`src/rtl/lsu_pkg.sv`:
```
// Shared encodings and helpers for the load/store unit: access modes, FSM states,
// access-size mask and mode validity.
package lsu_pkg;

    typedef enum logic [2:0] {
        MODE_NONE = 3'd0,
        MODE_W    = 3'd1,
        MODE_H    = 3'd2,
        MODE_B    = 3'd3,
        MODE_HU   = 3'd4,
        MODE_BU   = 3'd5
    } mode_e;

    localparam logic [1:0] ST_IDLE  = 2'd0;
    localparam logic [1:0] ST_BEAT0 = 2'd1;
    localparam logic [1:0] ST_BEAT1 = 2'd2;
    localparam logic [1:0] ST_DONE  = 2'd3;

    function automatic logic [3:0] size_mask(input logic [2:0] mode);
        case (mode)
            MODE_W:          return 4'hF;
            MODE_H, MODE_HU: return 4'h3;
            default:         return 4'h1;
        endcase
    endfunction

    function automatic logic mode_valid(input logic [2:0] mode);
        return (mode >= MODE_W) && (mode <= MODE_BU);
    endfunction

endpackage

```
`src/rtl/lsu_extend.sv`:
```
// Load result formatting: shift the two-word read buffer down by the byte offset,
// then truncate to the access size with sign or zero extension.
module lsu_extend
    import lsu_pkg::*;
(
    input  logic [63:0] din,
    input  logic [1:0]  off,
    input  logic [2:0]  mode,
    output logic [31:0] dout
);

    logic [31:0] sh;

    always_comb begin
        sh = 32'(din >> {off, 3'b000});
        case (mode)
            MODE_B:  dout = {{24{sh[7]}}, sh[7:0]};
            MODE_BU: dout = {24'b0, sh[7:0]};
            MODE_H:  dout = {{16{sh[15]}}, sh[15:0]};
            MODE_HU: dout = {16'b0, sh[15:0]};
            default: dout = sh;
        endcase
    end

endmodule

```
`src/rtl/load_store_unit.sv`:
```
// Load/store unit: turns one core request into one or two word beats on a req/ack
// memory port, splitting accesses that cross a word boundary.
module load_store_unit
    import lsu_pkg::*;
#(
    parameter int ADDR_WIDTH = 32,
    parameter int DATA_WIDTH = 32
) (
    input  logic                  clk,
    input  logic                  rst_n,
    input  logic                  start,
    input  logic                  we,
    input  logic [2:0]            modeBU,
    input  logic [ADDR_WIDTH-1:0] addr,
    input  logic [DATA_WIDTH-1:0] wdata,
    output logic [DATA_WIDTH-1:0] rdata,
    output logic                  busy,
    output logic                  done,
    output logic                  err,
    output logic                  mem_req,
    output logic                  mem_we,
    output logic [ADDR_WIDTH-1:0] mem_addr,
    output logic [3:0]            mem_be,
    output logic [DATA_WIDTH-1:0] mem_wdata,
    input  logic                  mem_ack,
    input  logic [DATA_WIDTH-1:0] mem_rdata
);

    logic [1:0]              state;
    logic [1:0]              off;
    logic [7:0]              m8;
    logic [2*DATA_WIDTH-1:0] s64;

    logic [1:0]              lat_off;
    logic [2:0]              lat_mode;
    logic                    lat_we;
    logic [3:0]              lat_be_hi;
    logic [DATA_WIDTH-1:0]   lat_wd_hi;
    logic [DATA_WIDTH-1:0]   buf_lo;

    logic [2*DATA_WIDTH-1:0] ext_in;
    logic [DATA_WIDTH-1:0]   ext_out;

    assign off = addr[1:0];
    assign m8  = {4'b0, size_mask(modeBU)} << off;
    assign s64 = {{DATA_WIDTH{1'b0}}, wdata} << {off, 3'b000};

    // Extend the buffer as it will look after this ack, so rdata is valid together with done.
    assign ext_in = (state == ST_BEAT1) ? {mem_rdata, buf_lo} : {{DATA_WIDTH{1'b0}}, mem_rdata};

    lsu_extend u_extend (
        .din  (ext_in),
        .off  (lat_off),
        .mode (lat_mode),
        .dout (ext_out)
    );

    always_ff @(posedge clk or negedge rst_n) begin
        if (!rst_n) begin
            state     <= ST_IDLE;
            rdata     <= '0;
            busy      <= 1'b0;
            done      <= 1'b0;
            err       <= 1'b0;
            mem_req   <= 1'b0;
            mem_we    <= 1'b0;
            mem_addr  <= '0;
            mem_be    <= 4'b0;
            mem_wdata <= '0;
            lat_off   <= 2'b0;
            lat_mode  <= MODE_NONE;
            lat_we    <= 1'b0;
            lat_be_hi <= 4'b0;
            lat_wd_hi <= '0;
            buf_lo    <= '0;
        end else begin
            case (state)
                ST_IDLE: begin
                    if (start && mode_valid(modeBU)) begin
                        lat_off   <= off;
                        lat_mode  <= modeBU;
                        lat_we    <= we;
                        lat_be_hi <= m8[7:4];
                        lat_wd_hi <= s64[2*DATA_WIDTH-1:DATA_WIDTH];
                        mem_req   <= 1'b1;
                        mem_we    <= we;
                        mem_addr  <= {addr[ADDR_WIDTH-1:2], 2'b00};
                        mem_be    <= m8[3:0];
                        mem_wdata <= s64[DATA_WIDTH-1:0];
                        busy      <= 1'b1;
                        state     <= ST_BEAT0;
                    end else if (start) begin
                        done  <= 1'b1;
                        err   <= 1'b1;
                        state <= ST_DONE;
                    end
                end
                ST_BEAT0: begin
                    if (mem_ack) begin
                        buf_lo <= mem_rdata;
                        if (lat_be_hi != 4'b0) begin
                            mem_addr  <= mem_addr + ADDR_WIDTH'(4);
                            mem_be    <= lat_be_hi;
                            mem_wdata <= lat_wd_hi;
                            state     <= ST_BEAT1;
                        end else begin
                            mem_req <= 1'b0;
                            busy    <= 1'b0;
                            done    <= 1'b1;
                            if (!lat_we) rdata <= ext_out;
                            state   <= ST_DONE;
                        end
                    end
                end
                ST_BEAT1: begin
                    if (mem_ack) begin
                        mem_req <= 1'b0;
                        busy    <= 1'b0;
                        done    <= 1'b1;
                        if (!lat_we) rdata <= ext_out;
                        state   <= ST_DONE;
                    end
                end
                default: begin
                    done  <= 1'b0;
                    err   <= 1'b0;
                    state <= ST_IDLE;
                end
            endcase
        end
    end

endmodule

```
`config.mk`:
```
export PLATFORM = sky130hd
export DESIGN_NAME = load_store_unit
export DESIGN_NICKNAME = d
export VERILOG_FILES = /design/src/rtl/lsu_pkg.sv /design/src/rtl/lsu_extend.sv /design/src/rtl/load_store_unit.sv
export SDC_FILE = /design/constraint.sdc
export NUM_CORES = 1
export LEC_CHECK = 0
export CAP_MARGIN = 40
export CORE_MARGIN = 2
export CORE_UTILIZATION = 35
export CTS_CLUSTER_SIZE = 25
export DETAILED_ROUTE_END_ITERATION = 10
export HOLD_SLACK_MARGIN = 0.12
export PLACE_DENSITY = 0.7
export SYNTH_ARGS = -nofsm -noshare
export SYNTH_HDL_FRONTEND = slang
export SYNTH_SLANG_ARGS = --single-unit
```
`constraint.sdc`:
```
create_clock -name clk -period 3.8 [get_ports clk]
set_input_delay 1.14 -clock clk [delete_from_list [all_inputs] [get_ports clk]]
set_output_delay 1.14 -clock clk [all_outputs]
set_load 0.01 [all_outputs]
```
# == Yosys cells after proc, flatten, opt, wreduce, memory -nomap -nowiden ==
# Index checks and enable logic that the tools add are counted.
# word_totals
ff_bits,179
out_inout_bits,105
in_bits,104
word_cells,93
# op_classes
n_eq_ne,17
n_shift,3
addsub,1
magnitude_cmp,2
bitwise_logic,1
mux,38
n_reduce_logical,17
# ops
cell,count
2-to-1 mux 32 bit,10
one-hot mux 32 bit (2 select lines),3
one-hot mux 32 bit (4 select lines),1
2-to-1 mux 64 bit,1
<< shifter 32 x 5 -> 64 bit,1
>> shifter 64 x 5 -> 32 bit,1
"adder 32 x 3 -> 32 bit, second input constant",1
one-hot mux 4 bit (2 select lines),2
"!= test 2 bit, second input constant",7
2-to-1 mux 4 bit,3
2-to-1 mux 1 bit,10
AND reduction 5 bit,2
"equality test 3 x 2 -> 1 bit, second input constant",3
"equality test 3 bit, second input constant",3
2-to-1 mux 2 bit,4
AND reduction 4 bit,2
<< shifter 4 x 2 -> 8 bit,1
one-hot mux 1 bit (3 select lines),2
one-hot mux 2 bit (3 select lines),1
AND reduction 3 bit,2
AND reduction 2 bit,2
nonzero test 2 bit,2
nonzero test 4 bit,1
OR reduction 2 bit,2
11 further kinds,12

# == Logic depth before layout (Yosys ltp) ==
# Gate-level depths: netlist (run 1).
# logic_depth
word_depth,8
depth_mapped,11
mapped_depth_nobuf,7

# == Cells and area by module ==
# From an unflattened synthesis (run 1), not the netlist that was laid out.
# unflattened
cells_unflattened,1025
hier_area_um2,9890.7
# modules_own_cells
mod,n_inst,cells_per_inst,seq_area_each_um2,area_per_inst_um2
load_store_unit,1,873,4204.0,8829.7
lsu_extend,1,152,0.0,1061.0

# == Worst setup path before layout (run 1) ==
# No wires, ideal clock.
# synth_path
path_type,input to register
from,input port modeBU[2]
to,register mem_addr[29]
path_buffers,2
required_ns,3.723
setup_slack_ns,1.032
setup_ns,0.077
arrival_time_ns,2.691
stages,7
cell_sequence,buf_4 and2_4 o31a_1 or2_1 buf_2 or4_1 a21oi_1
# synth_between
elab_chain_cells,5
elab_cells_between_ends,6
classes_between,order compare: 2; eq/ne: 1; reduce/logical: 3
# synth_rtl
element,line,source
start: declaration,load_store_unit.sv:13,"input logic [2:0] modeBU,"
greater-or-equal comparator 3 x 1 -> 1 bit / less-or-equal comparator 3 bit (equally long branches),lsu_pkg.sv:28,return (mode >= MODE_W) && (mode <= MODE_BU);
logical AND 1 bit *,lsu_pkg.sv:28,
logical AND 1 bit *,load_store_unit.sv:79,if (start && mode_valid(modeBU)) begin
!= test 2 bit (no source line) *,-,
AND reduction 4 bit (no source line) *,-,
end signal: assignment,load_store_unit.sv:87,"mem_addr <= {addr[ADDR_WIDTH-1:2], 2'b00};"
end signal: assignment,load_store_unit.sv:102,mem_addr <= mem_addr + ADDR_WIDTH'(4);
end: declaration,load_store_unit.sv:22,"output logic [ADDR_WIDTH-1:0] mem_addr,"
# Mark *: on every way between the ends. The rest lies on a longest branch, timed or not.
# A chain may end at the register's enable or synchronous reset.

# == Worst setup path in the final report (run 1) ==
# layout_path
from,input port start
to,register mem_wdata[26]
# layout_between
elab_chain_cells,3
# layout_rtl
element,line,source
start: declaration,load_store_unit.sv:11,"input logic start,"
logical AND 1 bit,load_store_unit.sv:79,
!= test 2 bit (no source line),-,
AND reduction 4 bit (no source line),-,
end signal: assignment,load_store_unit.sv:89,mem_wdata <= s64[DATA_WIDTH-1:0];
end signal: assignment,load_store_unit.sv:104,mem_wdata <= lat_wd_hi;
end: declaration,load_store_unit.sv:24,"output logic [DATA_WIDTH-1:0] mem_wdata,"
# No other way between the ends.

==> flow_metrics.env, run 1 <==
export IMPL_rsz0062_at_grt="no"
export IMPL_crit_path_start_kind="input pin"
export IMPL_ys_ff_latch=168
export IMPL_antenna_found_initial=2
export IMPL_antenna_left=0
export IMPL_vdd_drop_max_mv=0.4447
export IMPL_r2r_cells=8
export IMPL_grt_pass1_wl_um=46720
export IMPL_outcome="completed"
export IMPL_crit_chain="clkdlybuf4s50_1, inv_1, o31a_1, or2_2, buf_4, o41ai_1"
export IMPL_path_clk_slew_ps=90
export IMPL_cts_root_buf="clkbuf_16"
export IMPL_post_cts_resized=0
export IMPL_hold_slack_ps=468.5
export IMPL_synth_edf_count=0
export IMPL_synth_area_mm2=0.009517
export IMPL_portBuffers=206
export IMPL_yosysTopAreaCell="dfrtp_1"
export IMPL_area_growth_synth_to_final_pct=31.74
export IMPL_worstPathArrival_ps=3380
export IMPL_final_hold_violation_count=0
export IMPL_ios=209
export IMPL_final_area_mm2=0.01254
export IMPL_setup_slack_ps=725.7
export IMPL_top_usage_layer="met2"
export IMPL_power_leakage_uw=0.005013
export IMPL_grt_pass1_vias=8281
export IMPL_die_w_um=168.9
export IMPL_cts_buffers=17
export IMPL_yosys_top_cells_count="168 x dfrtp_1, 127 x nand2_1, 118 x nor2_1"
export IMPL_grt_ovfl_total=0
export IMPL_end_kind="flip-flop"
export IMPL_synth_cell_types=66
export IMPL_fin_crit_sh=0.8090
export IMPL_holdPathStages=2
export IMPL_grtUsageMet2=0.3222
export IMPL_gp_congestion=0.8479
export IMPL_slew_viol_final=0
export IMPL_core_area_mm2=0.02680
export IMPL_worstMarginPinSlew_ps=787.7
export IMPL_fp_dieArea_mm2=0.02853
export IMPL_start_util=0.3551
export IMPL_cts_sinks=168
export IMPL_min_delay_start="lat_wd_hi[17]"
export IMPL_wl_per_cell_um=19.38
export IMPL_synth_area_per_cell_um2=9.536
export IMPL_die_h_um=168.9
export IMPL_max_slew_margin=0.4749
export IMPL_grt_use_total=0.2074
export IMPL_max_stage_delay_ps=520
export IMPL_drive_gt1_frac=0.1454
export IMPL_synth_cells=998
export IMPL_ys_flop_type="dfrtp_1"
export IMPL_tritoncts="done"
export IMPL_tns_ps=0
export IMPL_rows=60
export IMPL_ys_seq_area_frac=0.4418
export IMPL_yosysTopAreaCellShare=0.4418
export IMPL_cp_slowest_cell="or2_2"
export IMPL_p_per_area_mw_per_mm2=869.9
export IMPL_fin_nets=1288
export IMPL_hp_class="reg2reg"
export IMPL_setup_viol=0
export IMPL_yosysWarnings=0
export IMPL_critical_path_class="in2reg"
export IMPL_max_freq_mhz=325.3
export IMPL_cts_max_path_buffers=2
export IMPL_drtIter0Drc=782
export IMPL_first_pass_iters=5
export IMPL_use_met3=0.04302
export IMPL_grt_max_degree=55
export IMPL_drv_cap=0
export IMPL_drc_errors=0
export IMPL_r2r_end="mem_be[0]"
export IMPL_period_minus_slack_ps=3074
export IMPL_htree_levels=4
export IMPL_place_area_mm2=0.01193
export IMPL_crit_required_ps=4110
export IMPL_r2r_start="state[1]"
export IMPL_holdBufCountCts=0
export IMPL_via_count=8782
export IMPL_wl_um=29710
export IMPL_post_cts_setup_buffers=0
export IMPL_avgViaCountPerCell=5.729
export IMPL_dp_hpwl_um=20880
export IMPL_synth_area_leaders="dfrtp_1 44%, mux2_2 8.4%, nand2_1 5.0%"
export IMPL_fin_skew_ps=18.10
export IMPL_r2r_setup_slack_ps=850
export IMPL_cp_max_fo=44
export IMPL_pre_cts_ws_ps=304.1
export IMPL_clk_latency_ps=440
export IMPL_grt_use_met1=0.2943
export IMPL_synth_async_reset_ratio=1.000
export IMPL_synthMostInstantiatedCell="dfrtp_1"
export IMPL_hold_end="lat_wd_hi[17]"
[metrics by stage]
step	instances	utilization	total power (uW)
after floorplan	999	-	6803
after global routing	1532	0.4677	11660
after global placement	1498	0.4450	8981
after CTS	1531	0.4676	10940
final	1533	0.4678	10910
after detailed placement	1499	0.4453	9141
[cell families after synthesis]
kind of cell             synth area share
AND/OR/NAND/NOR                    0.1821
AO/OA/AOI/OAI                      0.1586
flip-flops                         0.4418
multiplexers                       0.1637
buffers and inverters             0.04155
adder cells (fa/ha/maj)          0.009203
XOR/XNOR                         0.002761
other                           0.0003940
[report_power, final]
part           internal, uW  leakage [uW]  switching [uW]  total [uW]
Clock                   894      0.000290             880        1770
Combinational          2740       0.00271            2910        5640
Sequential             2700       0.00201             785        3490
[routing by layer]
metal  vias up  share of wire
met5         -              0
met4         0          0.016
met3        30          0.084
met2       406           0.46
met1      4329           0.44
li1       4017              -
[area by class of cell]
cell class | instances | area, um^2
diodes | 2 | 5.005
clock buffers | 17 | 425.4
clock inverters | 15 | 172.7
fillers | 2536 | 14260
inverters | 8 | 30.03
multi-input cells | 741 | 4933
flip-flops and latches | 168 | 4205
well taps | 341 | 426.7
repair buffers | 241 | 2338
[cells in the final DEF, fill, tap and decap left out, drive strengths merged, types with 11 or more instances in the layout]
cell,Yosys,routed
buf,36,36
a221oi,24,24
nor4,11,11
mux2i,42,42
nor3,23,23
a22oi,16,16
mux4,15,15
nand2,127,127
o211ai,17,17
a21oi,31,31
o21ai,51,51
nor2,118,118
clkbuf,46,17
nand3,47,47
a31oi,21,21
dfrtp,168,168
inv,6,15
mux2,71,71
clkdlybuf4s50,0,205
[worst max-delay path, delay by kind of cell]
kind / cells / cell delay [ps]
compound gates: 2 / 750
buf+inv: 3 / 950
simple gates: 1 / 520
[sequential cells by signal, indices dropped and copies added (netlist names)]
name,cells
buf_lo,32
lat_we,1
err,1
lat_wd_hi,24
rdata,32
lat_mode,3
mem_be,4
state,2
done,1
lat_off,2
mem_addr,30
mem_req,1
mem_wdata,32
lat_be_hi,3
[worst max path at each step]
stage	start	end	slack [ps]
after floorplan	modeBU[2]	mem_addr[29]	1030
after global placement	modeBU[2]	mem_be[0]	400
after detailed placement	modeBU[2]	mem_wdata[16]	300
after CTS	start	mem_wdata[26]	740
after global routing	state[1]	mem_be[0]	600
final	start	mem_wdata[26]	730
Power figures use the tool's default switching activity.
==> run 2: changes to the inputs <==
--- a/config.mk
+++ b/config.mk
@@ -11,7 +11,7 @@
 export CTS_CLUSTER_SIZE = 25
 export DETAILED_ROUTE_END_ITERATION = 10
 export HOLD_SLACK_MARGIN = 0.12
-export PLACE_DENSITY = 0.7
+export PLACE_DENSITY = 0.72
 export SYNTH_ARGS = -nofsm -noshare
 export SYNTH_HDL_FRONTEND = slang
 export SYNTH_SLANG_ARGS = --single-unit
==> constraint.sdc (replaced) <==
create_clock -name clk -period 2.5 [get_ports clk]
set_input_delay 0.75 -clock clk [delete_from_list [all_inputs] [get_ports clk]]
set_output_delay 0.75 -clock clk [all_outputs]
set_load 0.01 [all_outputs]
==> flow_metrics.env, run 2 (synthesized netlist as in run 1, its figures left out) <==
export IMPL_outcome="completed"
export IMPL_final_cell_mix="204 x clkdlybuf4s50_1, 167 x dfrtp_1, 127 x nand2_1, 117 x nor2_1, 71 x mux2_2"
export IMPL_power_share_clock=0.162
export IMPL_dp_hpwl_um=21260
export IMPL_fin_cells=1566
export IMPL_max_freq_mhz=411.7
export IMPL_slew_viol_final=0
export IMPL_p_per_area_mw_per_mm2=1326
export IMPL_nFillCells=2473
export IMPL_area_growth_synth_to_final_pct=36.05
export IMPL_antenna_left=0
export IMPL_grt_pass1_vias=8573
export IMPL_cp_max_fo=45
export IMPL_grt_pass1_wl_um=46710
export IMPL_antenna_found_initial=2
export IMPL_worstPathArrival_ps=2740
export IMPL_multiInputGateArea_mm2=0.004941
export IMPL_portBuffers=206
export IMPL_combPwrFrac=0.534
export IMPL_p_sw_uw=7028
export IMPL_crit_required_ps=2810
export IMPL_crit_family="buffers and inverters"
export IMPL_end_kind="flip-flop"
export IMPL_fp_dieArea_mm2=0.02853
export IMPL_drtIter0Drc=771
export IMPL_final_area_mm2=0.01295
export IMPL_cts_max_path_buffers=2
export IMPL_drv_cap=0
export IMPL_cp_slowest_cell="clkdlybuf4s50_1"
export IMPL_ios=209
export IMPL_rsz0062_at_grt="no"
export IMPL_vdd_drop_max_mv=0.6172
export IMPL_p_int_uw=10140
export IMPL_cts_buffers=17
export IMPL_crit_path_start_kind="input pin"
export IMPL_die_w_um=168.9
export IMPL_via_count=8794
export IMPL_fin_skew_ps=18.79
export IMPL_path_clk_slew_ps=80
export IMPL_period_minus_slack_ps=2429
export IMPL_place_area_mm2=0.01231
export IMPL_max_slew_margin=0.4770
export IMPL_setup_viol=0
export IMPL_final_common_cell="clkdlybuf4s50_1"
export IMPL_first_pass_iters=5
export IMPL_htree_levels=4
export IMPL_final_core_util=0.4831
export IMPL_dpl_cell_count=1533
export IMPL_swShare=0.4093
export IMPL_grt_max_degree=69
export IMPL_wl_per_cell_um=18.91
export IMPL_crit_chain="clkdlybuf4s50_1, nor3_1, o31a_1, or2_2, buf_6, o41ai_1"
export IMPL_max_stage_delay_ps=510
export IMPL_cts_root_buf="clkbuf_16"
export IMPL_critical_path_class="in2reg"
export IMPL_top_regs="buf_lo (32), mem_wdata (32), rdata (32)"
export IMPL_fin_crit_sh=0.9717
export IMPL_tritoncts="done"
export IMPL_worstPathBufferInverterCount=2
export IMPL_clk_latency_ps=430
export IMPL_hold_slack_ps=159.0
export IMPL_seqPwrFrac=0.304
export IMPL_post_cts_setup_buffers=0
export IMPL_gp_congestion=0.8697
export IMPL_core_area_mm2=0.02680
export IMPL_power_leakage_uw=0.005241
export IMPL_ff_latch_area_mm2=0.004205
export IMPL_wl_um=29620
export IMPL_start_util=0.3551
export IMPL_grt_use_total=0.2070
export IMPL_fin_nets=1322
export IMPL_drive_gt1_frac=0.1708
export IMPL_grt_ovfl_total=0
export IMPL_hp_class="in2async"
export IMPL_avgViaCountPerCell=5.616
export IMPL_cts_sinks=168
export IMPL_worstMarginPinSlew_ps=781.6
export IMPL_final_hold_violation_count=0
export IMPL_drc_errors=0
export IMPL_rows=60
export IMPL_die_h_um=168.9
run 2: path summary, 6_finish.rpt:
kind                                from             to  slack, ps  cells after the start
setup / recovery               modeBU[1]  mem_wdata[25]         70                      6
hold / removal                     rst_n       rdata[1]        160                      1
setup reg to reg                state[0]      rdata[23]        130                      8
hold reg to reg            lat_wd_hi[18]  lat_wd_hi[18]        470                      2
max in group asynchronous          rst_n     lat_off[0]       1690                      2
min in group clk           lat_wd_hi[18]  lat_wd_hi[18]        470                      2
run 2: stage by stage:
| stage | total power, uW | worst slack, ps | setup TNS [ps] |
|---|---|---|---|
| after floorplan | 10340 | 121.7 | 0 |
| after global placement | 14130 | -322.9 | -18230 |
| after detailed placement | 14380 | -460.3 | -23930 |
| after CTS | 17220 | 73.45 | 0 |
| after global routing | 18300 | 2.918 | 0 |
| final | 17170 | 70.76 | 0 |
run 2: final cells by class:
cell class	instances	area share
Timing Repair Buffer	275	0.2099
Sequential cell	168	0.3248
Tap cell	341	0.03295
Multi-Input combinational cell	741	0.3816
Clock buffer	17	0.03286
Antenna cell	1	0.0001933
Clock inverter	15	0.01537
Inverter	8	0.002319
run 2: power groups by stage:
stage               Sequential (uW)  Clock [uW]  Combinational, uW
floorplan                      5320           0               5020
global placement               5200           0               8930
detailed placement             5240           0               9140
CTS                            5210        2830               9180
global route                   5400        2950               9950
finish                         5220        2780               9170
run 2: worst reg2reg max path: stages, from the launching register on:
cell and delay (ps):
dfrtp_1 380, inv_1 110, ha_2 270, mux2_2 360, mux4_2 480, nand4b_1 170
a21boi_4 230, buf_12 160, a31oi_1 80
run 2: timing repair:
action / 4_1_cts / 5_1_grt
gates resized for setup: 1 / 2
setup endpoints to repair: 1 / 2
hold buffers: 0 / 0
endpoints found under the hold margin: 0 / 0
run 2: per-layer routing:
| layer | track usage | vias up | share of wire |
|---|---|---|---|
| met1 | 0.2866 | 4295 | 0.45 |
| li1 | - | 4079 | - |
| met2 | 0.3154 | 375 | 0.45 |
| met3 | 0.05284 | 43 | 0.081 |
| met5 | 0 | - | 0.00037 |
| met4 | 0.07159 | 2 | 0.022 |
==> run 3: changes to the inputs <==
--- a/config.mk
+++ b/config.mk
@@ -5,7 +5,6 @@
 export SDC_FILE = /design/constraint.sdc
 export NUM_CORES = 1
 export LEC_CHECK = 0
-export CAP_MARGIN = 40
 export CORE_MARGIN = 2
 export CORE_UTILIZATION = 35
 export CTS_CLUSTER_SIZE = 25
==> results of run 3 <==
Final layout, timing and power as in run 2 (identical DEF).
